## src/rtl/tetris_cmd_sched_if.sv

```systemverilog
// rtl/tetris_cmd_sched_if.sv - engine/input/command bus of the tetris command scheduler
interface tetris_cmd_sched_if;
  // Engine and player side
  logic [3:0]  eng_state;
  logic [15:0] score;
  logic [7:0]  btn_evt;
  logic        bar_req;
  logic        pause;
  // Scheduler side
  logic [3:0]  ctrl;
  logic [9:0]  bar_mask;
  logic [3:0]  level;
  logic        busy;

  modport master (
    output eng_state, score, btn_evt, bar_req, pause,
    input  ctrl, bar_mask, level, busy
  );

  modport slave (
    input  eng_state, score, btn_evt, bar_req, pause,
    output ctrl, bar_mask, level, busy
  );
endinterface

```

## src/rtl/tetris_cmd_sched.sv

```systemverilog
// rtl/tetris_cmd_sched.sv - request latching, arbitration, gravity and garbage-row generation for the tetris engine
module tetris_cmd_sched #(
  parameter logic [31:0] GRAV_BASE = 32'd50_000_000,
  parameter logic [31:0] GRAV_STEP = 32'd4_500_000,
  parameter logic [31:0] GRAV_MIN  = 32'd5_000_000,
  parameter logic [4:0]  BAR_MAX   = 5'd20
) (
  input logic               clk,
  input logic               reset_n,
  tetris_cmd_sched_if.slave bus
);

  // Shared engine-state / command encoding (values >= 12 are engine working states)
  localparam logic [3:0] ST_NONE       = 4'd0;
  localparam logic [3:0] ST_LEFT       = 4'd1;
  localparam logic [3:0] ST_RIGHT      = 4'd2;
  localparam logic [3:0] ST_ROTATE     = 4'd3;
  localparam logic [3:0] ST_ROTATE_REV = 4'd4;
  localparam logic [3:0] ST_DOWN       = 4'd5;
  localparam logic [3:0] ST_DROP       = 4'd6;
  localparam logic [3:0] ST_HOLD       = 4'd7;
  localparam logic [3:0] ST_BAR        = 4'd8;
  localparam logic [3:0] ST_INIT       = 4'd9;
  localparam logic [3:0] ST_WAIT       = 4'd10;
  localparam logic [3:0] ST_END        = 4'd11;

  // Button pulse bit positions
  localparam int B_LEFT       = 0;
  localparam int B_RIGHT      = 1;
  localparam int B_ROTATE     = 2;
  localparam int B_ROTATE_REV = 3;
  localparam int B_DOWN       = 4;
  localparam int B_DROP       = 5;
  localparam int B_HOLD       = 6;
  localparam int B_START      = 7;

  localparam logic [9:0] LFSR_SEED = 10'h2A5;

  typedef enum logic [1:0] {IDLE, READY, ISSUED, BUSY} fsm_t;

  fsm_t        state_q, state_d;
  logic [3:0]  ctrl_q, ctrl_d;
  logic        busy_d;
  logic [9:0]  bar_mask_q;
  logic [3:0]  level_q, level_d;

  // Pending request flags
  logic        drop_q, hold_q, rot_q, rot_rev_q, left_q, right_q, down_q;
  logic [4:0]  bar_cnt_q;
  logic [31:0] grav_cnt_q;
  logic [9:0]  lfsr_q;

  logic        eng_wait, eng_off;
  logic [31:0] grav_dec, grav_period;
  logic        grav_run, grav_tick, down_req;
  logic        can_issue, issue;
  logic [3:0]  sel_cmd;
  logic        iss_drop, iss_hold, iss_rot, iss_rot_rev, iss_left, iss_right, iss_down, iss_bar;
  logic        left_n, right_n;
  logic [9:0]  lfsr_mod, bar_row;
  logic        unused_score;

  assign eng_wait = (bus.eng_state == ST_WAIT);
  assign eng_off  = (bus.eng_state == ST_INIT) || (bus.eng_state == ST_END);

  // Only the BCD hundreds digit drives the level; a non-decimal digit is treated as 9
  assign level_d      = (bus.score[11:8] > 4'd9) ? 4'd9 : bus.score[11:8];
  assign unused_score = ^{bus.score[15:12], bus.score[7:0]};

  // Gravity period shrinks with level and saturates at the floor
  assign grav_dec    = 32'(level_q) * GRAV_STEP;
  assign grav_period = (grav_dec >= GRAV_BASE - GRAV_MIN) ? GRAV_MIN : GRAV_BASE - grav_dec;

  // >= keeps the counter from running past the terminal value when the level rises mid-period
  assign grav_run  = (state_q != IDLE) && !bus.pause;
  assign grav_tick = grav_run && (grav_cnt_q >= grav_period - 32'd1);
  // A tick can be issued in the cycle it occurs, so the DOWN cadence equals the period
  assign down_req  = down_q || grav_tick;

  assign can_issue = (state_q == READY) && eng_wait && !bus.pause;

  // Fixed-priority pick among pending requests
  always_comb begin
    sel_cmd = ST_NONE;
    if (drop_q)                 sel_cmd = ST_DROP;
    else if (hold_q)            sel_cmd = ST_HOLD;
    else if (rot_q)             sel_cmd = ST_ROTATE;
    else if (rot_rev_q)         sel_cmd = ST_ROTATE_REV;
    else if (left_q)            sel_cmd = ST_LEFT;
    else if (right_q)           sel_cmd = ST_RIGHT;
    else if (down_req)          sel_cmd = ST_DOWN;
    else if (bar_cnt_q != 5'd0) sel_cmd = ST_BAR;
  end

  assign issue       = can_issue && (sel_cmd != ST_NONE);
  assign iss_drop    = issue && (sel_cmd == ST_DROP);
  assign iss_hold    = issue && (sel_cmd == ST_HOLD);
  assign iss_rot     = issue && (sel_cmd == ST_ROTATE);
  assign iss_rot_rev = issue && (sel_cmd == ST_ROTATE_REV);
  assign iss_left    = issue && (sel_cmd == ST_LEFT);
  assign iss_right   = issue && (sel_cmd == ST_RIGHT);
  assign iss_down    = issue && (sel_cmd == ST_DOWN);
  assign iss_bar     = issue && (sel_cmd == ST_BAR);

  // Opposite moves cancel each other whenever both would end up pending
  assign left_n  = (left_q  && !iss_left)  || bus.btn_evt[B_LEFT];
  assign right_n = (right_q && !iss_right) || bus.btn_evt[B_RIGHT];

  // Garbage row: all cells filled except one pseudo-random hole
  assign lfsr_mod = lfsr_q % 10'd10;
  assign bar_row  = 10'h3FF & ~(10'd1 << lfsr_mod);

  // Scheduler state register
  always_ff @(posedge clk or negedge reset_n) begin
    if (!reset_n) state_q <= IDLE;
    else          state_q <= state_d;
  end

  // Scheduler next-state logic
  always_comb begin
    state_d = state_q;
    case (state_q)
      IDLE:    if (eng_wait) state_d = READY;
      READY: begin
        if (eng_off)    state_d = IDLE;
        else if (issue) state_d = ISSUED;
      end
      ISSUED:  state_d = BUSY;
      BUSY: begin
        if (eng_wait)     state_d = READY;
        else if (eng_off) state_d = IDLE;
      end
      default: state_d = IDLE;
    endcase
  end

  // Scheduler outputs: next command and the busy indication
  always_comb begin
    ctrl_d = ST_NONE;
    busy_d = 1'b0;
    case (state_q)
      IDLE:         if (bus.btn_evt[B_START]) ctrl_d = ST_DOWN;
      READY:        if (issue) ctrl_d = sel_cmd;
      ISSUED, BUSY: busy_d = 1'b1;
      default:      ;
    endcase
  end

  // Registered command pulse, garbage row and level
  always_ff @(posedge clk or negedge reset_n) begin
    if (!reset_n) begin
      ctrl_q     <= ST_NONE;
      bar_mask_q <= 10'd0;
      level_q    <= 4'd0;
    end else begin
      ctrl_q  <= ctrl_d;
      level_q <= level_d;
      if (iss_bar) bar_mask_q <= bar_row;
    end
  end

  // Sticky request flags: set by pulses, cleared on issue, a new pulse wins over the clear
  always_ff @(posedge clk or negedge reset_n) begin
    if (!reset_n) begin
      drop_q    <= 1'b0;
      hold_q    <= 1'b0;
      rot_q     <= 1'b0;
      rot_rev_q <= 1'b0;
      left_q    <= 1'b0;
      right_q   <= 1'b0;
      down_q    <= 1'b0;
    end else if (state_q == IDLE) begin
      drop_q    <= 1'b0;
      hold_q    <= 1'b0;
      rot_q     <= 1'b0;
      rot_rev_q <= 1'b0;
      left_q    <= 1'b0;
      right_q   <= 1'b0;
      down_q    <= 1'b0;
    end else begin
      drop_q    <= (drop_q    && !iss_drop)    || bus.btn_evt[B_DROP];
      hold_q    <= (hold_q    && !iss_hold)    || bus.btn_evt[B_HOLD];
      rot_q     <= (rot_q     && !iss_rot)     || bus.btn_evt[B_ROTATE];
      rot_rev_q <= (rot_rev_q && !iss_rot_rev) || bus.btn_evt[B_ROTATE_REV];
      left_q    <= left_n  && !right_n;
      right_q   <= right_n && !left_n;
      down_q    <= (down_req  && !iss_down)    || bus.btn_evt[B_DOWN];
    end
  end

  // Pending garbage-row count, saturating
  always_ff @(posedge clk or negedge reset_n) begin
    if (!reset_n) begin
      bar_cnt_q <= 5'd0;
    end else if (state_q == IDLE) begin
      bar_cnt_q <= 5'd0;
    end else if (iss_bar && !bus.bar_req) begin
      bar_cnt_q <= bar_cnt_q - 5'd1;
    end else if (!iss_bar && bus.bar_req && (bar_cnt_q < BAR_MAX)) begin
      bar_cnt_q <= bar_cnt_q + 5'd1;
    end
  end

  // Gravity counter: restarts on any downward move so gravity never doubles up on the player
  always_ff @(posedge clk or negedge reset_n) begin
    if (!reset_n) begin
      grav_cnt_q <= 32'd0;
    end else if (state_q == IDLE) begin
      grav_cnt_q <= 32'd0;
    end else if (iss_down || iss_drop) begin
      grav_cnt_q <= 32'd0;
    end else if (grav_run) begin
      grav_cnt_q <= grav_tick ? 32'd0 : grav_cnt_q + 32'd1;
    end
  end

  // Free-running 10-bit Fibonacci LFSR (taps 10,7) for the hole position
  always_ff @(posedge clk or negedge reset_n) begin
    if (!reset_n) lfsr_q <= LFSR_SEED;
    else          lfsr_q <= {lfsr_q[8:0], lfsr_q[9] ^ lfsr_q[6]};
  end

  assign bus.ctrl     = ctrl_q;
  assign bus.bar_mask = bar_mask_q;
  assign bus.level    = level_q;
  assign bus.busy     = busy_d;

endmodule

```

## src/flat_wrapper.sv

```systemverilog
// flat-port wrapper written by rule: the top's interface ports become plain ports
module tetris_cmd_sched_flat 
#(
  parameter logic [31:0] GRAV_BASE = 32'd50_000_000,
  parameter logic [31:0] GRAV_STEP = 32'd4_500_000,
  parameter logic [31:0] GRAV_MIN  = 32'd5_000_000,
  parameter logic [4:0]  BAR_MAX   = 5'd20
)
  (clk, reset_n, bus_eng_state, bus_score, bus_btn_evt, bus_bar_req, bus_pause, bus_ctrl, bus_bar_mask, bus_level, bus_busy);
  tetris_cmd_sched_if bus_i ();
  input logic clk;
  input logic reset_n;
  input wire logic [$bits(bus_i.eng_state)-1:0] bus_eng_state;
  input wire logic [$bits(bus_i.score)-1:0] bus_score;
  input wire logic [$bits(bus_i.btn_evt)-1:0] bus_btn_evt;
  input wire logic [$bits(bus_i.bar_req)-1:0] bus_bar_req;
  input wire logic [$bits(bus_i.pause)-1:0] bus_pause;
  output wire logic [$bits(bus_i.ctrl)-1:0] bus_ctrl;
  output wire logic [$bits(bus_i.bar_mask)-1:0] bus_bar_mask;
  output wire logic [$bits(bus_i.level)-1:0] bus_level;
  output wire logic [$bits(bus_i.busy)-1:0] bus_busy;
  assign bus_i.eng_state = bus_eng_state;
  assign bus_i.score = bus_score;
  assign bus_i.btn_evt = bus_btn_evt;
  assign bus_i.bar_req = bus_bar_req;
  assign bus_i.pause = bus_pause;
  assign bus_ctrl = bus_i.ctrl;
  assign bus_bar_mask = bus_i.bar_mask;
  assign bus_level = bus_i.level;
  assign bus_busy = bus_i.busy;
  tetris_cmd_sched #(.GRAV_BASE(GRAV_BASE), .GRAV_STEP(GRAV_STEP), .GRAV_MIN(GRAV_MIN), .BAR_MAX(BAR_MAX)) u_core (.clk(clk), .reset_n(reset_n), .bus(bus_i));
endmodule
```

## config.mk

```make
export PLATFORM = sky130hd
export DESIGN_NAME = tetris_cmd_sched_flat
export DESIGN_NICKNAME = d
export VERILOG_FILES = /design/src/rtl/tetris_cmd_sched_if.sv /design/src/rtl/tetris_cmd_sched.sv /design/src/flat_wrapper.sv
export SDC_FILE = /design/constraint.sdc
export NUM_CORES = 1
export LEC_CHECK = 0
export CAP_MARGIN = 25
export CORE_MARGIN = 1.5
export CORE_UTILIZATION = 60
export CTS_CLUSTER_DIAMETER = 30
export CTS_CLUSTER_SIZE = 16
export DETAILED_ROUTE_END_ITERATION = 6
export PLACE_DENSITY = 0.89
export SLEW_MARGIN = 30
export SYNTH_ARGS = -nofsm -noshare
export SYNTH_HDL_FRONTEND = slang
export SYNTH_SLANG_ARGS = --single-unit
```

## constraint.sdc

```tcl
create_clock -name clk -period 11.38 [get_ports clk]
set_input_delay 2.276 -clock clk [delete_from_list [all_inputs] [get_ports clk]]
set_output_delay 2.276 -clock clk [all_outputs]
set_load 0.02 [all_outputs]
```

-- Word level (Yosys, flattened, before mapping)
Index checks and enable logic that the tools add are counted.
W data, S select, Z words.
- add/sub/neg operators: 5
- multipliers: 1
- div/mod/pow operators: 1
- $lt $le $gt $ge: 4
- eq/ne operators: 17
- shift operators: 1
- mux-type cells: 34
- bitwise gates (word level): 2
- reductions and logical operators: 55
- operators with widths (operator ; number):
    $mux W32 ; 5
    $mux W4 ; 10
    $add A32 B1 Y32 const B ; 1
    $ge A32 B32 Y1 ; 1
    $sub A32 B1 Y32 const B ; 1
    $sub A26 B27 Y28 const A ; 1
    $ge A27 B26 Y1 const B ; 1
    $logic_and A1 B1 Y1 ; 25
    $mul A4 B18 Y22 const B ; 1
    $eq A4 B3 Y1 const B ; 4
    $eq A4 B4 Y1 const B ; 4
    $mux W5 ; 3
    $logic_not A1 Y1 ; 12
    $logic_or A1 B1 Y1 ; 10
    $mod A10 B4 Y10 const B ; 1
    $mux W2 ; 5
    $not A10 Y10 ; 1
    $shl A1 B10 Y10 const A ; 1
    $eq A4 B2 Y1 const B ; 2
    $mux W1 ; 8
    $pmux W2 S4 ; 1
    $pmux W4 S2 ; 1
    $ne A3 B1 Y1 const B ; 2
    $reduce_bool A3 Y1 ; 2
    16 further kinds ; 17
- register bits: 74
- input port bits: 32
- output and inout bits: 19
- word-level logic and storage cells: 134

-- Depth between registers and ports, before layout
Gate-level depths: netlist (run 1).
- depth after elaboration: 23
- gate-level depth with buffers: 37

-- Worst setup path before layout (run 1)
OpenSTA, ideal clock, no wires.
- path kind: register to register
- start: register u_core.level_q[1] (netlist: u_core.bus.level[1])
- end: register u_core.bar_cnt_q[4]
- arrival time: 6975 ps
- slack: 4273 ps
- stages on the path, launching flop included: 36
- buffers on the path: 1
- path through: dfrtp_1 -> ha_1 -> fa_1 -> ha_1 -> a31o_2 -> a31oi_1 -> nor2b_1 -> o21a_1 -> nand2_1 -> o311a_1 -> a21oi_2 -> buf_2 -> nor2_1 -> ha_1 -> o21ai_1 -> nor3_1 -> inv_1 -> o21ai_0 -> nand3_1 -> xnor2_1 -> nand2b_1 -> ha_1 -> a211oi_1 -> nand2_1 -> a211oi_1 -> a31o_2 -> nand4_1 -> or2_2 -> inv_1 -> ha_1 -> nor2b_1 -> o21ai_0 -> nand2b_1 -> or3_1 -> a31oi_1 -> nor2_1
- word-level cells in the longest chain between the ends: 21
- elaborated cells on any way between the ends: 26
- RTL lines (element ; line ; text):
    from (decl) ; tetris_cmd_sched.sv:45 ; logic [3:0] level_q, level_d;
    from (signal assigned) ; tetris_cmd_sched.sv:157 ; level_q <= level_d;
    $mul A4 B18 Y22 (*) ; tetris_cmd_sched.sv:71 ; assign grav_dec = 32'(level_q) * GRAV_STEP;
    $sub A26 B27 Y28 / $ge A27 B26 Y1 (equally long branches) ; tetris_cmd_sched.sv:72 ; assign grav_period = (grav_dec >= GRAV_BASE - GRAV_MIN) ? GRAV_MIN : GRAV_BASE - grav_dec;
    $mux W32 (*) ; tetris_cmd_sched.sv:72 ;
    $sub A32 B1 Y32 (*) ; tetris_cmd_sched.sv:76 ; assign grav_tick = grav_run && (grav_cnt_q >= grav_period - 32'd1);
    $ge A32 B32 Y1 (*) ; tetris_cmd_sched.sv:76 ;
    $logic_and A1 B1 Y1 (*) ; tetris_cmd_sched.sv:76 ;
    $logic_or A1 B1 Y1 (*) ; tetris_cmd_sched.sv:78 ; assign down_req = down_q || grav_tick;
    $mux W4 (*) ; tetris_cmd_sched.sv:91 ; else if (down_req) sel_cmd = ST_DOWN;
    (+4 left out) ; n/a ;
    $mux W4 (*) ; tetris_cmd_sched.sv:86 ; else if (hold_q) sel_cmd = ST_HOLD;
    $mux W4 (*) ; tetris_cmd_sched.sv:85 ; if (drop_q) sel_cmd = ST_DROP;
    $reduce_bool A4 Y1 ; tetris_cmd_sched.sv:95 ; assign issue = can_issue && (sel_cmd != ST_NONE);
    $logic_and A1 B1 Y1 ; tetris_cmd_sched.sv:95 ;
    $logic_and A1 B1 Y1 (*) ; tetris_cmd_sched.sv:103 ; assign iss_bar = issue && (sel_cmd == ST_BAR);
    $logic_not A1 Y1 ; tetris_cmd_sched.sv:199 ; end else if (!iss_bar && bus.bar_req && (bar_cnt_q < BAR_MAX)) begin
    $logic_and A1 B1 Y1 (2 in a row) ; tetris_cmd_sched.sv:199 ;
    $reduce_bool A3 Y1 (no source line) ; n/a ;
    to (signal assigned) ; tetris_cmd_sched.sv:198 ; bar_cnt_q <= bar_cnt_q - 5'd1;
    to (signal assigned) ; tetris_cmd_sched.sv:200 ; bar_cnt_q <= bar_cnt_q + 5'd1;
    to (decl) ; tetris_cmd_sched.sv:49 ; logic [4:0] bar_cnt_q;
Mark *: on every way between the ends. The rest lies on a longest branch, timed or not.
A chain may end at the register's enable or synchronous reset.

-- Worst setup path after layout (run 1)
- start: register u_core.level_q[3] (netlist: u_core.bus.level[3])
- end: register u_core.bar_cnt_q[4]
Same word-level chain as after synthesis.

==> results of run 1 <==
[state kept, by name (all words and copies together) (netlist names), 4 cells and up, named ones only]
signal	cells
u_core.bus.ctrl	4
u_core.bar_cnt_q	5
u_core.grav_cnt_q	32
u_core.bus.bar_mask	10
u_core.bus.level	4
u_core.lfsr_q	10
[Yosys cell counts (all sizes together) (3+ instances only)]
library cell  instances
a2111oi               3
a211oi                9
a21boi                3
a21o                  7
a21oi                56
a31oi                 9
and2                  7
and3                 14
and4                  4
buf                   9
clkbuf               29
dfrtp                69
dfstp                 5
ha                   45
inv                  20
mux2i                 6
nand2                69
nand2b               17
nand3                27
nand3b                7
nand4                11
nand4b                5
nor2                 91
nor2b                14
nor3                 18
nor3b                 4
nor4                  5
nor4bb                3
o2111ai               3
o211ai                4
o21a                  3
o21ai                52
o22ai                 4
o2bb2ai               3
o31ai                 3
or2                   5
or3                  18
or4                   4
xnor2                31
xor2                 24
[where the power goes]
group / internal [mW] / leakage [nW] / switching (mW) / total (mW)
clock: 0.0829 / 0.0848 / 0.116 / 0.199
combinational: 0.105 / 1.77 / 0.158 / 0.263
sequential: 0.291 / 0.983 / 0.0408 / 0.332
total: 0.479 / 2.84 / 0.315 / 0.794
[routing by layer]
metal  wire length, um  vias to the layer above  part of all wire, %  GRT usage (%)
met5                 0                        -                    0              0
met3               578                       25                  4.0           3.46
met4               217                        0                  1.5           7.64
met2              7250                      162                   50           46.9
li1                  -                     2739                    -              -
met1              6400                     2662                   44           35.0
[critical path: cells and delay by family (launching register included)]
kind | cells | cell delay (ns)
AOI/OAI and AO/OA | 13 | 2.86
xor gates and xnor gates | 1 | 0.16
adders and majority gates | 6 | 1.84
buffers and inverters | 2 | 0.19
DFF | 1 | 0.68
and+or+nand+nor | 12 | 2.52
[per-stage QoR]
step                      cell area, um2  instances
after floorplan                     6120        758
after global placement              6510        892
after detailed placement            6510        892
after CTS                           6690        908
after global routing                6710        908
final                               6710        908
[worst max-delay path by stage]
stage | from | to | slack (ns) | depth (start not counted)
after floorplan | u_core.bus.level[1] | u_core.bar_cnt_q[4] | 4.27 | 35
after global placement | u_core.bus.level[3] | u_core.bar_cnt_q[4] | 3.48 | 34
after detailed placement | u_core.bus.level[3] | u_core.bar_cnt_q[4] | 3.14 | 34
after CTS | u_core.bus.level[3] | u_core.bar_cnt_q[4] | 3.11 | 34
after global routing | u_core.bus.level[3] | u_core.bar_cnt_q[4] | 2.13 | 34
final | u_core.bus.level[3] | u_core.bar_cnt_q[4] | 3.01 | 34
[layout make-up]
class | count | area (um2) | share of cell area [%]
Multi-Input combinational cell | 626 | 4040 | 60.2
Sequential cell | 74 | 1860 | 27.7
Timing Repair Buffer | 39 | 387 | 5.77
Tap cell | 133 | 166 | 2.48
Clock buffer | 9 | 124 | 1.85
Inverter | 20 | 75.1 | 1.12
Clock inverter | 7 | 60.1 | 0.896
[cells by family (layout without fill, tap and decap cells)]
family	after synthesis	count (layout)	share of synthesized area [%]
compound gates	180	180	18.6
xor+xnor	55	55	7.89
fa+ha+maj	47	47	9.88
buf+inv	58	75	3.90
flops	74	74	30.4
mux	8	8	1.35
other cells	1	6	0.0615
simple gates	330	330	27.8
==> flow_metrics.env, run 1 <==
export IMPL_via_count=5588
export IMPL_dp_hpwl_um=10300
export IMPL_cts_buffer_depth=2
export IMPL_fill_cells=764
export IMPL_clock_sinks=74
export IMPL_async_reset_ff_share_pct=100
export IMPL_worst_slack_ns=3.01
export IMPL_synthTopCellsByArea="dfrtp_1 28%, ha_1 9.2%, nor2_1 5.5%, a21oi_1 4.5%, xnor2_1 4.4%"
export IMPL_die_area_um2=10800
export IMPL_synth_cell_area_um2=6100
export IMPL_reg2reg_slack_ns=3.01
export IMPL_dr_first_iter_drc_count=451
export IMPL_slowest_stage="dfrtp_1"
export IMPL_status="complete, no violations"
export IMPL_insertedDiodeCount=0
export IMPL_via_per_inst=6.15
export IMPL_grt_pass1_vias=5456
export IMPL_slowest_delay_ns=0.68
export IMPL_synth_edf_count=0
export IMPL_gp_congestion=0.897
export IMPL_wire_per_inst_um=15.9
export IMPL_synth_cell_type_count=80
export IMPL_cts_resized_gates=0
export IMPL_start_kind="register"
export IMPL_ys_ff_latch=74
export IMPL_antenna_found_initial=0
export IMPL_post_place_ws_ns=3.14
export IMPL_synth_top_area_share_pct=28.3
export IMPL_crit_fanout=19
export IMPL_yosysWarnings=0
export IMPL_h_tree_depth=3
export IMPL_maxClockFrequency_mhz=119
export IMPL_syn_to_final_growth_pct=9.88
export IMPL_synth_main_ff_cell="dfrtp_1"
export IMPL_die_h_um=104
export IMPL_fin_util_pct=68.3
export IMPL_hold_viol=0
export IMPL_finalSetupViolCount=0
export IMPL_final_cell_mix="89 x nor2_1, 69 x nand2_1, 69 x dfrtp_1"
export IMPL_crit_top_cell="ha_1"
export IMPL_avgSynthCellArea_um2=8.10
export IMPL_grt_use_total_pct=26.9
export IMPL_worst_r2r_path_depth=34
export IMPL_postRouteAntennaNets=0
export IMPL_powerDensity_nw_per_um2=118
export IMPL_critical_path_class="register to register"
export IMPL_final_common_cell="nor2_1"
export IMPL_drive_gt1_share_pct=5.81
export IMPL_die_x_um=104
export IMPL_layout_nets=849
export IMPL_drtPass1Iterations=5
export IMPL_cts_hold_buffers_added=0
export IMPL_clk_latency_ns=0.36
export IMPL_tritoncts="done"
export IMPL_finalSetupTns_ns=0
export IMPL_worstSetupEndpointType="register"
export IMPL_rsz0062_at_grt="false"
export IMPL_r2r_end="u_core.bar_cnt_q[4]"
export IMPL_reg2reg_from="u_core.bus.level[3]"
export IMPL_finalPower_mw=0.794
export IMPL_period_share_pct=73.5
export IMPL_grt_max_degree=75
export IMPL_synth_cells=753
export IMPL_p_leak_nw=2.84
export IMPL_synth_top_cell_by_area="dfrtp_1"
export IMPL_post_cts_buffers=0
export IMPL_tightest_slew_ns=0.901
export IMPL_pin_count=51
export IMPL_drcViolationCount=0
export IMPL_clk_pin_slew_ns=0.09
export IMPL_whs_ns=0.450
export IMPL_holdPathStages=0
export IMPL_arrival_ns=8.60
export IMPL_vdd_drop_max_mv=0.100
export IMPL_core_um2=9820
export IMPL_grt_pass1_wl_um=24600
export IMPL_numCtsBuffers=9
export IMPL_crit_required_ns=11.61
export IMPL_maxSlewViolCount=0
export IMPL_num_rows=36
export IMPL_routed_wl_um=14500
export IMPL_root_buffer="clkbuf_8"
export IMPL_hp_start="u_core.lfsr_q[0]"
export IMPL_slew_headroom_pct=39.9
export IMPL_finalCriticalPeriod_ns=8.37
export IMPL_yosysSeqAreaShare_pct=30.4
export IMPL_worstHoldPathType="register to register"
export IMPL_hold_end="u_core.lfsr_q[1]"
export IMPL_portBuffers=38
export IMPL_fin_skew_ns=0.0148
export IMPL_gr_total_overflow=0
export IMPL_max_cap_violations=0
export IMPL_initial_core_util_pct=62.1
Power figures use the tool's default switching activity.
==> inputs of run 2 (changes only) <==
- CORE_UTILIZATION: 60 -> 54
- PLACE_DENSITY: 0.89 -> 0.85
- clock period: 11.38 -> 6.8 ns (I/O delays scaled with it)
==> flow_metrics.env, run 2 (synthesis gave the netlist of run 1 again) <==
export IMPL_maxClockFrequency_mhz=152
export IMPL_slew_headroom_pct=37.0
export IMPL_num_rows=38
export IMPL_period_share_pct=97.0
export IMPL_die_h_um=109
export IMPL_maxSlewViolCount=0
export IMPL_finalCriticalPeriod_ns=6.60
export IMPL_dp_cells=917
export IMPL_largest_register_ffs=32
export IMPL_grt_pass1_wl_um=24300
export IMPL_start_kind="register"
export IMPL_fin_util_pct=65.7
export IMPL_crit_family="simple AND/OR/NAND/NOR gates"
export IMPL_gp_congestion=0.884
export IMPL_h_tree_depth=3
export IMPL_max_cap_violations=0
export IMPL_drive_gt1_share_pct=12.2
export IMPL_p_leak_nw=3.02
export IMPL_finalSetupViolCount=0
export IMPL_postRouteAntennaNets=0
export IMPL_regMostFlops="u_core.grav_cnt_q"
export IMPL_pin_count=51
export IMPL_final_cell_mix="90 x nor2_1, 68 x nand2_1, 67 x dfrtp_1"
export IMPL_layoutNonFillerInstCount=942
export IMPL_initial_core_util_pct=55.8
export IMPL_clk_pin_slew_ns=0.06
export IMPL_grt_max_degree=75
export IMPL_root_buffer="clkbuf_16"
export IMPL_antenna_found_initial=0
export IMPL_wl_met2_um=7300
export IMPL_crit_fanout=3
export IMPL_status="complete, no violations"
export IMPL_grt_pass1_vias=5416
export IMPL_met3_length_um=591
export IMPL_dpl_instance_area_um2=6690
export IMPL_arrival_ns=6.79
export IMPL_tritoncts="done"
export IMPL_routed_top_layer="met4"
export IMPL_syn_to_final_growth_pct=17.7
export IMPL_tightest_slew_ns=0.942
export IMPL_numCtsBuffers=9
export IMPL_fin_skew_ns=0.00748
export IMPL_powerDensity_nw_per_um2=204
export IMPL_slowest_delay_ns=0.40
export IMPL_layout_nets=876
export IMPL_die_area_um2=11900
export IMPL_gr_total_overflow=0
export IMPL_clk_latency_ns=0.34
export IMPL_core_um2=10900
export IMPL_worstSetupEndpointType="register"
export IMPL_drtPass1Iterations=5
export IMPL_final_common_cell="nor2_1"
export IMPL_drcViolationCount=0
export IMPL_die_x_um=109
export IMPL_worstHoldPathType="register to register"
export IMPL_cts_buffer_depth=2
export IMPL_hold_viol=0
export IMPL_dr_first_iter_drc_count=388
export IMPL_crit_required_ns=6.99
export IMPL_clock_sinks=74
export IMPL_via_count=5800
export IMPL_whs_ns=0.441
export IMPL_grt_use_total_pct=25.0
export IMPL_portBuffers=38
export IMPL_wire_per_inst_um=15.7
export IMPL_cts_hold_buffers_added=0
export IMPL_worst_path_buf_inv=3
export IMPL_dp_hpwl_um=10200
export IMPL_vdd_drop_max_mv=0.177
export IMPL_critical_path_class="register to register"
export IMPL_finalSetupTns_ns=0
export IMPL_routed_wl_um=14700
export IMPL_slowest_stage="dfrtp_2"
export IMPL_via_per_inst=6.16
export IMPL_met1_length_um=6490
export IMPL_insertedDiodeCount=0
export IMPL_fill_cells=865
export IMPL_final_cell_area_um2=7180
-- run 2: cell types whose count changed in the layout (fill, tap and decap cells not counted), sizes merged --
cell and change:
buf +27, inv -4, clkinv +3, clkbuf +1
-- run 2: stage by stage --
| step | setup slack (ns) | power [mW] |
|---|---|---|
| after floorplan | 0.0292 | 0.869 |
| after global placement | 0.0142 | 0.979 |
| after detailed placement | -0.152 | 1.00 |
| after CTS | 0.00293 | 1.44 |
| after global routing | -0.162 | 1.54 |
| final | 0.204 | 1.47 |
-- run 2: cell type report --
type | instances | area [um2] | area share, %
Clock inverter | 6 | 45.0 | 0.627
Timing Repair Buffer | 66 | 592 | 8.24
Clock buffer | 10 | 229 | 3.19
Tap cell | 140 | 175 | 2.44
Multi-Input combinational cell | 626 | 4210 | 58.6
Sequential cell | 74 | 1860 | 25.9
Inverter | 20 | 75.1 | 1.04
-- run 2: report_power, final --
group	internal [mW]	leakage [nW]	switching (mW)
clock	0.247	0.125	0.190
combinational	0.198	1.91	0.281
sequential	0.488	0.981	0.0614
total	0.933	3.02	0.532
-- run 2: worst reg2reg max path: cells and delay by family (launching register included) --
family,cells,cell delay (ns)
adders and majority gates,6,1.55
buffers and inverters,3,0.31
and+or+nand+nor,14,2.33
DFF,1,0.40
xor gates and xnor gates,1,0.13
AOI/OAI and AO/OA,9,1.73
-- run 2: layer usage --
metal	vias to the layer above	global-route usage [%]
li1	2794	-
met1	2797	33.0
met2	171	41.9
met3	38	3.73
met4	0	8.81
met5	-	0
-- run 2: path summary, 6_finish.rpt --
check | start | to | slack, ns | cells after the start
min reg2reg | u_core.lfsr_q[0] | u_core.lfsr_q[1] | 0.44 | 0
max reg2reg | u_core.bus.level[1] | u_core.bar_cnt_q[4] | 0.20 | 33
max in group asynchronous | reset_n | u_core.lfsr_q[8] | 5.29 | 1
min in group asynchronous | reset_n | u_core.bus.level[2] | 1.02 | 1
max | u_core.bus.level[1] | u_core.bar_cnt_q[4] | 0.20 | 33
min | u_core.lfsr_q[0] | u_core.lfsr_q[1] | 0.44 | 0
-- run 2: timing repair --
item / CTS / global route
setup endpoints to repair: 1 / 17
buffers inserted: 2 / 7
gates cloned: 0 / 0
pin swaps: 3 / 17
resized for setup: 5 / 22
==> inputs of run 3 (changes only) <==
- SLEW_MARGIN: 30 -> default
==> flow_metrics.env, run 3 (synthesis gave the netlist of run 1 again) <==
export IMPL_status="complete, no violations"
export IMPL_period_share_pct=96.7
export IMPL_max_cap_violations=0
export IMPL_reg2reg_slack_ns=0.22
export IMPL_initial_core_util_pct=55.8
export IMPL_maxSlewViolCount=0
export IMPL_slowest_delay_ns=0.40
export IMPL_root_buffer="clkbuf_16"
export IMPL_grt_pass1_wl_um=24300
export IMPL_maxClockFrequency_mhz=152
export IMPL_syn_to_final_growth_pct=17.6
export IMPL_clk_pin_slew_ns=0.06
export IMPL_worstSetupEndpointType="register"
export IMPL_worstHoldPathType="register to register"
export IMPL_dp_hpwl_um=10200
export IMPL_holdPathStages=0
export IMPL_largest_register_ffs=32
export IMPL_die_area_um2=11900
export IMPL_start_kind="register"
export IMPL_hp_start="u_core.lfsr_q[0]"
export IMPL_final_cell_mix="90 x nor2_1, 68 x nand2_1, 67 x dfrtp_1"
export IMPL_grt_max_degree=75
export IMPL_slowest_stage="dfrtp_2"
export IMPL_gp_congestion=0.884
export IMPL_clock_sinks=74
export IMPL_final_cell_area_um2=7170
export IMPL_grt_use_total_pct=25.0
export IMPL_hold_viol=0
export IMPL_grt_pass1_vias=5416
export IMPL_critical_path_class="register to register"
export IMPL_arrival_ns=6.77
export IMPL_clk_latency_ns=0.34
export IMPL_finalSetupViolCount=0
export IMPL_die_x_um=109
export IMPL_regMostFlops="u_core.grav_cnt_q"
export IMPL_pin_count=51
export IMPL_vdd_drop_max_mv=0.177
export IMPL_layout_nets=876
export IMPL_routed_wl_um=14700
export IMPL_hold_end="u_core.lfsr_q[1]"
export IMPL_r2r_end="u_core.bar_cnt_q[4]"
export IMPL_insertedDiodeCount=0
export IMPL_crit_required_ns=6.99
export IMPL_drcViolationCount=0
export IMPL_reg2reg_from="u_core.bus.level[1]"
export IMPL_dr_first_iter_drc_count=320
export IMPL_fin_skew_ns=0.00723
export IMPL_crit_fanout=3
export IMPL_drtPass1Iterations=5
export IMPL_portBuffers=38
export IMPL_worst_slack_ns=0.224
export IMPL_wire_per_inst_um=15.6
export IMPL_post_place_ws_ns=-0.152
export IMPL_p_leak_nw=3.02
export IMPL_worst_r2r_path_depth=33
export IMPL_final_common_cell="nor2_1"
export IMPL_powerDensity_nw_per_um2=204
export IMPL_finalCriticalPeriod_ns=6.58
export IMPL_antenna_found_initial=0
export IMPL_fill_cells=865
export IMPL_die_h_um=109
export IMPL_dpl_instance_area_um2=6690
export IMPL_cts_buffer_depth=2
export IMPL_num_rows=38
export IMPL_tritoncts="done"
export IMPL_via_per_inst=6.19
export IMPL_h_tree_depth=3
export IMPL_numCtsBuffers=9
export IMPL_drive_gt1_share_pct=12.1
export IMPL_tightest_slew_ns=0.932
export IMPL_core_um2=10900
export IMPL_slew_headroom_pct=37.0
export IMPL_via_count=5829
export IMPL_postRouteAntennaNets=0
export IMPL_cts_hold_buffers_added=0
export IMPL_gr_total_overflow=0
==> run 3: repair_timing <==
item	in CTS	in global routing
pin swaps	3	17
setup endpoints to repair	1	17
gates resized for setup	5	22
endpoints found under the hold margin	0	0
buffers inserted	2	7
==> run 3: per-layer routing <==
layer | wire, um | global-route usage, %
met1 | 6460 | 33.0
met2 | 7210 | 41.9
met3 | 681 | 3.73
met4 | 364 | 8.81
met5 | 0 | 0
==> run 3: power breakdown <==
part | switching, mW | internal, mW | leakage (nW)
Combinational | 0.282 | 0.197 | 1.91
Clock | 0.188 | 0.247 | 0.125
Sequential | 0.0614 | 0.488 | 0.981
==> run 3: through the flow <==
step	utilization [%]	instances	power (mW)	TNS (ns)	hold slack, ns
2_1_floorplan	-	758	0.869	0	0.353
3_3_place_gp	61.1	917	0.979	0	0.426
3_5_place_dp	61.1	917	1.00	-0.152	0.425
4_1_cts	64.1	935	1.44	0	0.438
5_1_grt	65.6	942	1.54	-0.162	0.446
6_report	65.6	942	1.46	0	0.441
==> run 3: worst max-delay path by stage <==
stage	start	slack, ns	to	depth (start not counted)
finish	u_core.bus.level[1]	0.22	u_core.bar_cnt_q[4]	33
detailed placement	u_core.bus.level[1]	-0.15	u_core.bar_cnt_q[4]	33
floorplan	u_core.bus.level[1]	0.03	u_core.bar_cnt_q[4]	35
global route	u_core.bus.level[1]	-0.16	u_core.bar_cnt_q[4]	37
global placement	u_core.bus.level[1]	0.01	u_core.bar_cnt_q[4]	33
CTS	u_core.bus.level[1]	0.003	u_core.bar_cnt_q[4]	33
==> run 3: area by class of cell <==
type                            instances  area (um2)  share of cell area [%]
Multi-Input combinational cell        626        4200                    58.6
Sequential cell                        74        1860                    25.9
Timing Repair Buffer                   66         588                    8.20
Clock buffer                           10         229                    3.19
Tap cell                              140         175                    2.44
Inverter                               20        75.1                    1.05
Clock inverter                          6        45.0                   0.628
==> run 3: critical path, delay by kind of cell (launching register included) <==
kind | cells | cell delay [ns]
XOR/XNOR | 1 | 0.13
AO/OA/AOI/OAI | 9 | 1.72
adder cells (fa/ha/maj) | 6 | 1.54
AND/OR/NAND/NOR | 14 | 2.32
buffers and inverters | 3 | 0.31
flip-flops | 1 | 0.40
